===== config.mk =====
export PLATFORM = sky130hd
export DESIGN_NAME = jtkunio_colmix
export DESIGN_NICKNAME = d
export VERILOG_FILES = /design/src/rtl/jtkunio_colmix_pkg.sv /design/src/rtl/jtframe_dual_ram.sv /design/src/rtl/jtkunio_colmix_prio.sv /design/src/rtl/jtkunio_colmix.sv
export SDC_FILE = /design/constraint.sdc
export NUM_CORES = 2
export LEC_CHECK = 0
export BUFFER_PORTS_ARGS = -buffer_cell sky130_fd_sc_hd__buf_2
export CAP_MARGIN = 20
export CORE_MARGIN = 2
export CORE_UTILIZATION = 55
export DETAILED_ROUTE_END_ITERATION = 6
export PLACE_DENSITY = 0.71
export SYNTH_ARGS = -nofsm -noshare
export SYNTH_HDL_FRONTEND = slang
export SYNTH_SLANG_ARGS = --single-unit

===== constraint.sdc =====
create_clock -name clk -period 9.25 [get_ports clk]
set_clock_uncertainty 0.05 [all_clocks]
set_input_delay 1.85 -clock clk [delete_from_list [all_inputs] [get_ports clk]]
set_output_delay 1.85 -clock clk [all_outputs]
set_load 0.02 [all_outputs]

===== src/rtl/jtkunio_colmix_pkg.sv =====
// Shared constants for the Kunio colour mixer.
// Holds the per-layer palette base bits, the backdrop index, the width of
// the transparency field, the layer-select enum and a small opacity helper.
package jtkunio_colmix_pkg;

    localparam logic [1:0] CHAR_BASE = 2'b00;
    localparam logic [1:0] SCR_BASE  = 2'b01;
    localparam logic       OBJ_BASE  = 1'b1;
    localparam logic [7:0] BACKDROP  = 8'h00;
    localparam int         TRANSP_W  = 3;

    typedef enum logic [1:0] {
        LYR_BACK,
        LYR_CHAR,
        LYR_SCR,
        LYR_OBJ
    } layer_e;

    // A layer pixel is transparent when its colour field is all zeros
    function automatic logic opaque(input logic [TRANSP_W-1:0] colour);
        return colour != '0;
    endfunction

endpackage


===== src/rtl/jtframe_dual_ram.sv =====
// Dual-port synchronous RAM, read-first on both ports.
// Ports: clk0/data0/addr0/we0/q0 (port 0), clk1/data1/addr1/we1/q1 (port 1).
// Both ports share one write process, so clk0 and clk1 must come from the
// same clock; port 0 wins if both ports write the same address together.
module jtframe_dual_ram #(
    parameter int dw = 8,
    parameter int aw = 10
) (
    input  logic          clk0,
    input  logic [dw-1:0] data0,
    input  logic [aw-1:0] addr0,
    input  logic          we0,
    output logic [dw-1:0] q0,
    input  logic          clk1,
    input  logic [dw-1:0] data1,
    input  logic [aw-1:0] addr1,
    input  logic          we1,
    output logic [dw-1:0] q1
);

    logic [dw-1:0] mem [0:(2**aw)-1];

    always_ff @(posedge clk0) begin
        q0 <= mem[addr0];
        if (we1) mem[addr1] <= data1;
        if (we0) mem[addr0] <= data0;
    end

    always_ff @(posedge clk1) begin
        q1 <= mem[addr1];
    end

endmodule


===== src/rtl/jtkunio_colmix_prio.sv =====
// Fixed-priority layer select for the Kunio colour mixer (combinational).
// Ports: i_char_pxl/i_scr_pxl/i_obj_pxl layer pixels, i_gfx_en debug layer
// enables ([0] char, [1] scroll, [2] obj), o_idx 8-bit palette index.
// Priority: opaque char, then opaque obj, then scroll, then backdrop.
module jtkunio_colmix_prio
    import jtkunio_colmix_pkg::*;
(
    input  logic [5:0] i_char_pxl,
    input  logic [5:0] i_scr_pxl,
    input  logic [6:0] i_obj_pxl,
    input  logic [2:0] i_gfx_en,
    output logic [7:0] o_idx
);

    layer_e w_sel;

    always_comb begin
        w_sel = LYR_BACK;
        if (i_gfx_en[0] && opaque(i_char_pxl[TRANSP_W-1:0]))
            w_sel = LYR_CHAR;
        else if (i_gfx_en[2] && opaque(i_obj_pxl[TRANSP_W-1:0]))
            w_sel = LYR_OBJ;
        else if (i_gfx_en[1])
            w_sel = LYR_SCR;
    end

    always_comb begin
        o_idx = BACKDROP;
        case (w_sel)
            LYR_CHAR: o_idx = {CHAR_BASE, i_char_pxl};
            LYR_OBJ:  o_idx = {OBJ_BASE,  i_obj_pxl};
            LYR_SCR:  o_idx = {SCR_BASE,  i_scr_pxl};
            default:  o_idx = BACKDROP;
        endcase
    end

endmodule


===== src/rtl/jtkunio_colmix.sv =====
// Kunio colour mixer: layer priority -> palette lookup -> blanked RGB444.
// Ports: clk/rst (sync, active high), pxl_cen pixel enable; CPU palette port
// cpu_addr (bit 8: 0 = {G,R} byte, 1 = {0,B} byte), pal_cs, cpu_wrn,
// cpu_dout, cpu_din (one clk latency); layer pixels char_pxl/scr_pxl/obj_pxl,
// gfx_en layer enables; LHBL/LVBL blanking in; red/green/blue and
// LHBL_dly/LVBL_dly out, all three pixel ticks behind their inputs.
module jtkunio_colmix
    import jtkunio_colmix_pkg::*;
#(
    parameter int BLANK_DLY = 2
) (
    input  logic       clk,
    input  logic       rst,
    input  logic       pxl_cen,
    input  logic [8:0] cpu_addr,
    input  logic       pal_cs,
    input  logic       cpu_wrn,
    input  logic [7:0] cpu_dout,
    output logic [7:0] cpu_din,
    input  logic [5:0] char_pxl,
    input  logic [5:0] scr_pxl,
    input  logic [6:0] obj_pxl,
    input  logic [2:0] gfx_en,
    input  logic       LHBL,
    input  logic       LVBL,
    output logic [3:0] red,
    output logic [3:0] green,
    output logic [3:0] blue,
    output logic       LHBL_dly,
    output logic       LVBL_dly
);

    logic [7:0]           w_idx;
    logic [7:0]           r_idx;
    logic [7:0]           w_lo_q0, w_hi_q0, w_lo_q1, w_hi_q1;
    logic                 w_wr, w_wr_lo, w_wr_hi;
    logic                 r_cpu_hi;
    logic [BLANK_DLY-1:0] r_hbl_sr, r_vbl_sr;
    logic                 w_show;
    logic [3:0]           r_red, r_green, r_blue;
    logic                 r_lhbl_dly, r_lvbl_dly;
    logic [3:0]           w_unused_hi;

    jtkunio_colmix_prio u_prio (
        .i_char_pxl (char_pxl),
        .i_scr_pxl  (scr_pxl),
        .i_obj_pxl  (obj_pxl),
        .i_gfx_en   (gfx_en),
        .o_idx      (w_idx)
    );

    always_ff @(posedge clk) begin
        if (rst)          r_idx <= '0;
        else if (pxl_cen) r_idx <= w_idx;
    end

    // CPU port runs every clk; video port reads r_idx every clk so its data
    // is settled by the following pixel enable.
    assign w_wr    = pal_cs & ~cpu_wrn;
    assign w_wr_lo = w_wr & ~cpu_addr[8];
    assign w_wr_hi = w_wr &  cpu_addr[8];

    jtframe_dual_ram #(.dw(8), .aw(8)) u_pal_lo (
        .clk0  (clk),
        .data0 (cpu_dout),
        .addr0 (cpu_addr[7:0]),
        .we0   (w_wr_lo),
        .q0    (w_lo_q0),
        .clk1  (clk),
        .data1 ('0),
        .addr1 (r_idx),
        .we1   (1'b0),
        .q1    (w_lo_q1)
    );

    // Only the blue nibble is stored, so hi-half reads come back as {0,B}
    jtframe_dual_ram #(.dw(8), .aw(8)) u_pal_hi (
        .clk0  (clk),
        .data0 ({4'h0, cpu_dout[3:0]}),
        .addr0 (cpu_addr[7:0]),
        .we0   (w_wr_hi),
        .q0    (w_hi_q0),
        .clk1  (clk),
        .data1 ('0),
        .addr1 (r_idx),
        .we1   (1'b0),
        .q1    (w_hi_q1)
    );

    assign w_unused_hi = w_hi_q1[7:4];

    always_ff @(posedge clk) begin
        r_cpu_hi <= cpu_addr[8];
    end

    assign cpu_din = r_cpu_hi ? w_hi_q0 : w_lo_q0;

    // Blanking delay line; its tail lines up with the pixel whose palette
    // data is being latched, and is registered together with the RGB.
    always_ff @(posedge clk) begin
        if (rst) begin
            r_hbl_sr <= '0;
            r_vbl_sr <= '0;
        end else if (pxl_cen) begin
            r_hbl_sr[0] <= LHBL;
            r_vbl_sr[0] <= LVBL;
            for (int unsigned i = 1; i < BLANK_DLY; i++) begin
                r_hbl_sr[i] <= r_hbl_sr[i-1];
                r_vbl_sr[i] <= r_vbl_sr[i-1];
            end
        end
    end

    assign w_show = r_hbl_sr[BLANK_DLY-1] & r_vbl_sr[BLANK_DLY-1];

    always_ff @(posedge clk) begin
        if (rst) begin
            r_red      <= '0;
            r_green    <= '0;
            r_blue     <= '0;
            r_lhbl_dly <= 1'b0;
            r_lvbl_dly <= 1'b0;
        end else if (pxl_cen) begin
            r_red      <= w_show ? w_lo_q1[3:0] : '0;
            r_green    <= w_show ? w_lo_q1[7:4] : '0;
            r_blue     <= w_show ? w_hi_q1[3:0] : '0;
            r_lhbl_dly <= r_hbl_sr[BLANK_DLY-1];
            r_lvbl_dly <= r_vbl_sr[BLANK_DLY-1];
        end
    end

    assign red      = r_red;
    assign green    = r_green;
    assign blue     = r_blue;
    assign LHBL_dly = r_lhbl_dly;
    assign LVBL_dly = r_lvbl_dly;

endmodule


==> reports/results.ini <==
[yosys]
synthMuxAreaShare_pct=27.54
ys_ff_latch=3123
ys_warn_count=0
syn-num-nets=7465
synth_compound_area_share_pct=3.246
synth_xor_area_share_pct=0
syn-instance-count=7419
synth.distinct_cells=64
async_flop_share_pct=0
synth-seq-area-share_pct=64.11
synth_top_family_by_area=multiplexers
netlist_area_um2=145500
synth_edf_count=3072
yosys.area_share.adder_pct=0
synth-main-ff-cell=edfxtp_1
synth-simple-area-share_pct=2.827
avgSynthCellArea_um2=19.61

[power]
power_mw=31.44
p_leak_nw=48.39
peakVddDrop_mv=0.1960
power_density_nw_per_um2=196.7

[layout]
seqCellArea_um2=93290
area_delta_synth_final_pct=9.902
layout.nets=7457
drive_gt1_share_pct=30.80
fillCellCount=18270
multiInputGateArea_um2=49160

[drt]
wl_per_cell_um=42.15
ant_nets=0
viasPerCell=7.682
vias=86110
first_pass_iters=7
wl_um=472400
initialDrtViolationCount=15180
route.detailed.drc=101

[die]
io_pins=68
start_util_pct=55.37
rows=188
die_x_um=518.3
dieArea_um2=268600
core_area_um2=262700
die_h_um=518.3

[worst_setup_path]
rr_endpoint=u_pal_lo.q1[1]$_DFF_P_
path_class=input pin to flop
slowest_stage=buf_4
cpPeakStageDelay_ns=0.73
r2r_start=r_idx[1]$_SDFFE_PP0P_
cp_max_fo=71
ff2ff_setup_slack_ns=4.24
critical_path_required_ns=10.01
arrival_ns=6.35
worstSetupStartpointType=input pin
worst_setup_path_end_kind=flop
worst_path_most_repeated_cell=buf_12
crit_chain=buf_12 > buf_12 > buf_4 > mux4_2 > mux2i_1 > o32ai_1 > nor4_1 > nand4_1 > a211o_1
ff2ff_path_depth=9

[grt]
grt_pass1_vias=83820
antenna_found_initial=32
grt_use_total_pct=34.89
grt_max_degree=197
grt-ovfl-total=0
grt_pass1_wl_um=655400

[cts]
insertion_delay_ns=0.94
cts_setup_buffers=0
htree_num_levels=5
cts_buffer_depth=4
hold_buffers=0
clk_pin_slew_ns=0.06
cts.repair.resized=0
cts.sinks=3123
clock-root-buffer=clkbuf_16
numCtsBuffers=327
cts_tree=built

[sta]
setup_viol=0
hold_violations=0
setup_tns_ns=0
worst_pin_slew_ns=1.306
slew-limit-headroom_pct=12.92
grt_setup_unrepaired=no
slew_viol_final=0
fmax_ghz=0.1792
finalCritPeriodShare_pct=60.34
layout_min_cycle_time_ns=5.582

[run_status]
violations=DRC
status=complete, but fails checks

[placed_design]
port_buffers=67
dp_hpwl_um=302000
gp_congestion=1.051

[hold_path]
hold_end=blue[3]$_SDFFE_PP0P_
hold_path.class=flop to flop
hold_depth=2
min_from=u_pal_hi.q1[3]$_DFF_P_

[run]
maxCapViolCount=0

-- routing by layer --
layer / track usage (%) / share of wire, % / vias up
met3: 13.18 / 15 / 1445
met2: 51.03 / 45 / 7373
met5: 0 / 0.041 / -
met1: 45.73 / 34 / 45170
li1: - / - / 32090
met4: 18.53 / 6.4 / 30
-- cells by family after synthesis --
kind of cell           Yosys count
flip-flops                    3123
AND/OR/NAND/NOR                942
AO/OA/AOI/OAI                  660
buffers and inverters          628
multiplexers                  2066
-- worst max-delay path: cells and delay by family --
kind | cells | cell delay (ns)
simple gates | 2 | 0.64
buf+inv | 3 | 1.53
mux | 2 | 1.21
compound gates | 2 | 0.53
-- synthesized netlist by cell type (24+ instances only) --
cell,n,area [µm²]
buf_2,162,810.8
mux4_2,1547,34840
clkbuf_1,267,1002
mux2i_1,495,4955
a21oi_1,128,640.6
edfxtp_1,3072,92250
mux2_2,24,270.3
buf_4,53,397.9
nor4_1,42,262.8
o221ai_1,141,1235
nor2_1,558,2095
nor3_1,86,430.4
a221oi_1,30,262.8
o22ai_1,144,900.9
nand2_1,132,495.5
dfxtp_1,51,1021
buf_6,60,675.7
a22oi_1,109,818.3
buf_1,71,266.5
-- sequential cells by signal (all words and copies together) (netlist names), 8 cells and up --
register / count
r_idx: 8
u_pal_hi.mem: 1024
u_pal_lo.mem: 2048
u_pal_lo.q0: 8
u_pal_lo.q1: 8
-- power breakdown --
part	total [mW]	internal, mW	switching, mW
logic	2.69	0.960	1.73
clock network	13.1	7.51	5.60
registers	15.6	15.6	0.0773
total	31.4	24.0	7.40
-- area by class of cell --
type | count | area share (%)
well taps | 3515 | 2.751
flip-flops and latches | 3123 | 58.35
diodes | 24 | 0.03756
inverters | 6 | 0.02504
multi-input cells | 3668 | 30.75
clock buffers | 402 | 5.423
clock inverters | 185 | 1.115
repair buffers | 285 | 1.557
-- placed cells by master, fill, tap and decap left out, types with 41 or more instances in the layout --
cell type / n
edfxtp_1: 3072
dfxtp_1: 46
mux4_2: 1547
clkinv_2: 56
clkbuf_16: 332
buf_2: 57
o221ai_1: 141
a21oi_1: 128
nor3_1: 86
nor4_1: 41
clkinv_1: 74
clkbuf_1: 60
buf_4: 172
o22ai_1: 144
mux2i_1: 495
nand2_1: 119
nor2_1: 554
a22oi_1: 109
-- worst max path at each step --
stage | from | to | slack [ns] | depth (start not counted)
2_1_floorplan | cpu_addr[1] | u_pal_lo.mem[2][0]$_DFFE_PP_ | 4.78 | 10
3_3_place_gp | cpu_addr[0] | u_pal_hi.q0[3]$_DFF_P_ | 3.05 | 8
3_5_place_dp | cpu_addr[0] | u_pal_lo.q0[7]$_DFF_P_ | 3.10 | 9
4_1_cts | cpu_addr[0] | u_pal_lo.q0[7]$_DFF_P_ | 4.03 | 9
5_1_grt | cpu_addr[0] | u_pal_lo.q0[7]$_DFF_P_ | 3.56 | 9
6_report | cpu_addr[0] | u_pal_lo.q0[7]$_DFF_P_ | 3.67 | 9
-- through the flow --
step	instances	setup slack, ns	utilization, %	hold slack [ns]	cell area (µm²)
final	11210	3.668	60.85	0.4207	159900
after global routing	11190	3.562	60.83	0.4446	159800
after CTS	11170	4.027	60.77	0.4244	159700
after detailed placement	10580	3.098	56.79	0.4120	149200
after global placement	10570	3.054	56.75	0.3991	149100
after floorplan	7419	4.783	-	0.3883	145500
Note: power is estimated with default switching activity, not from simulation.
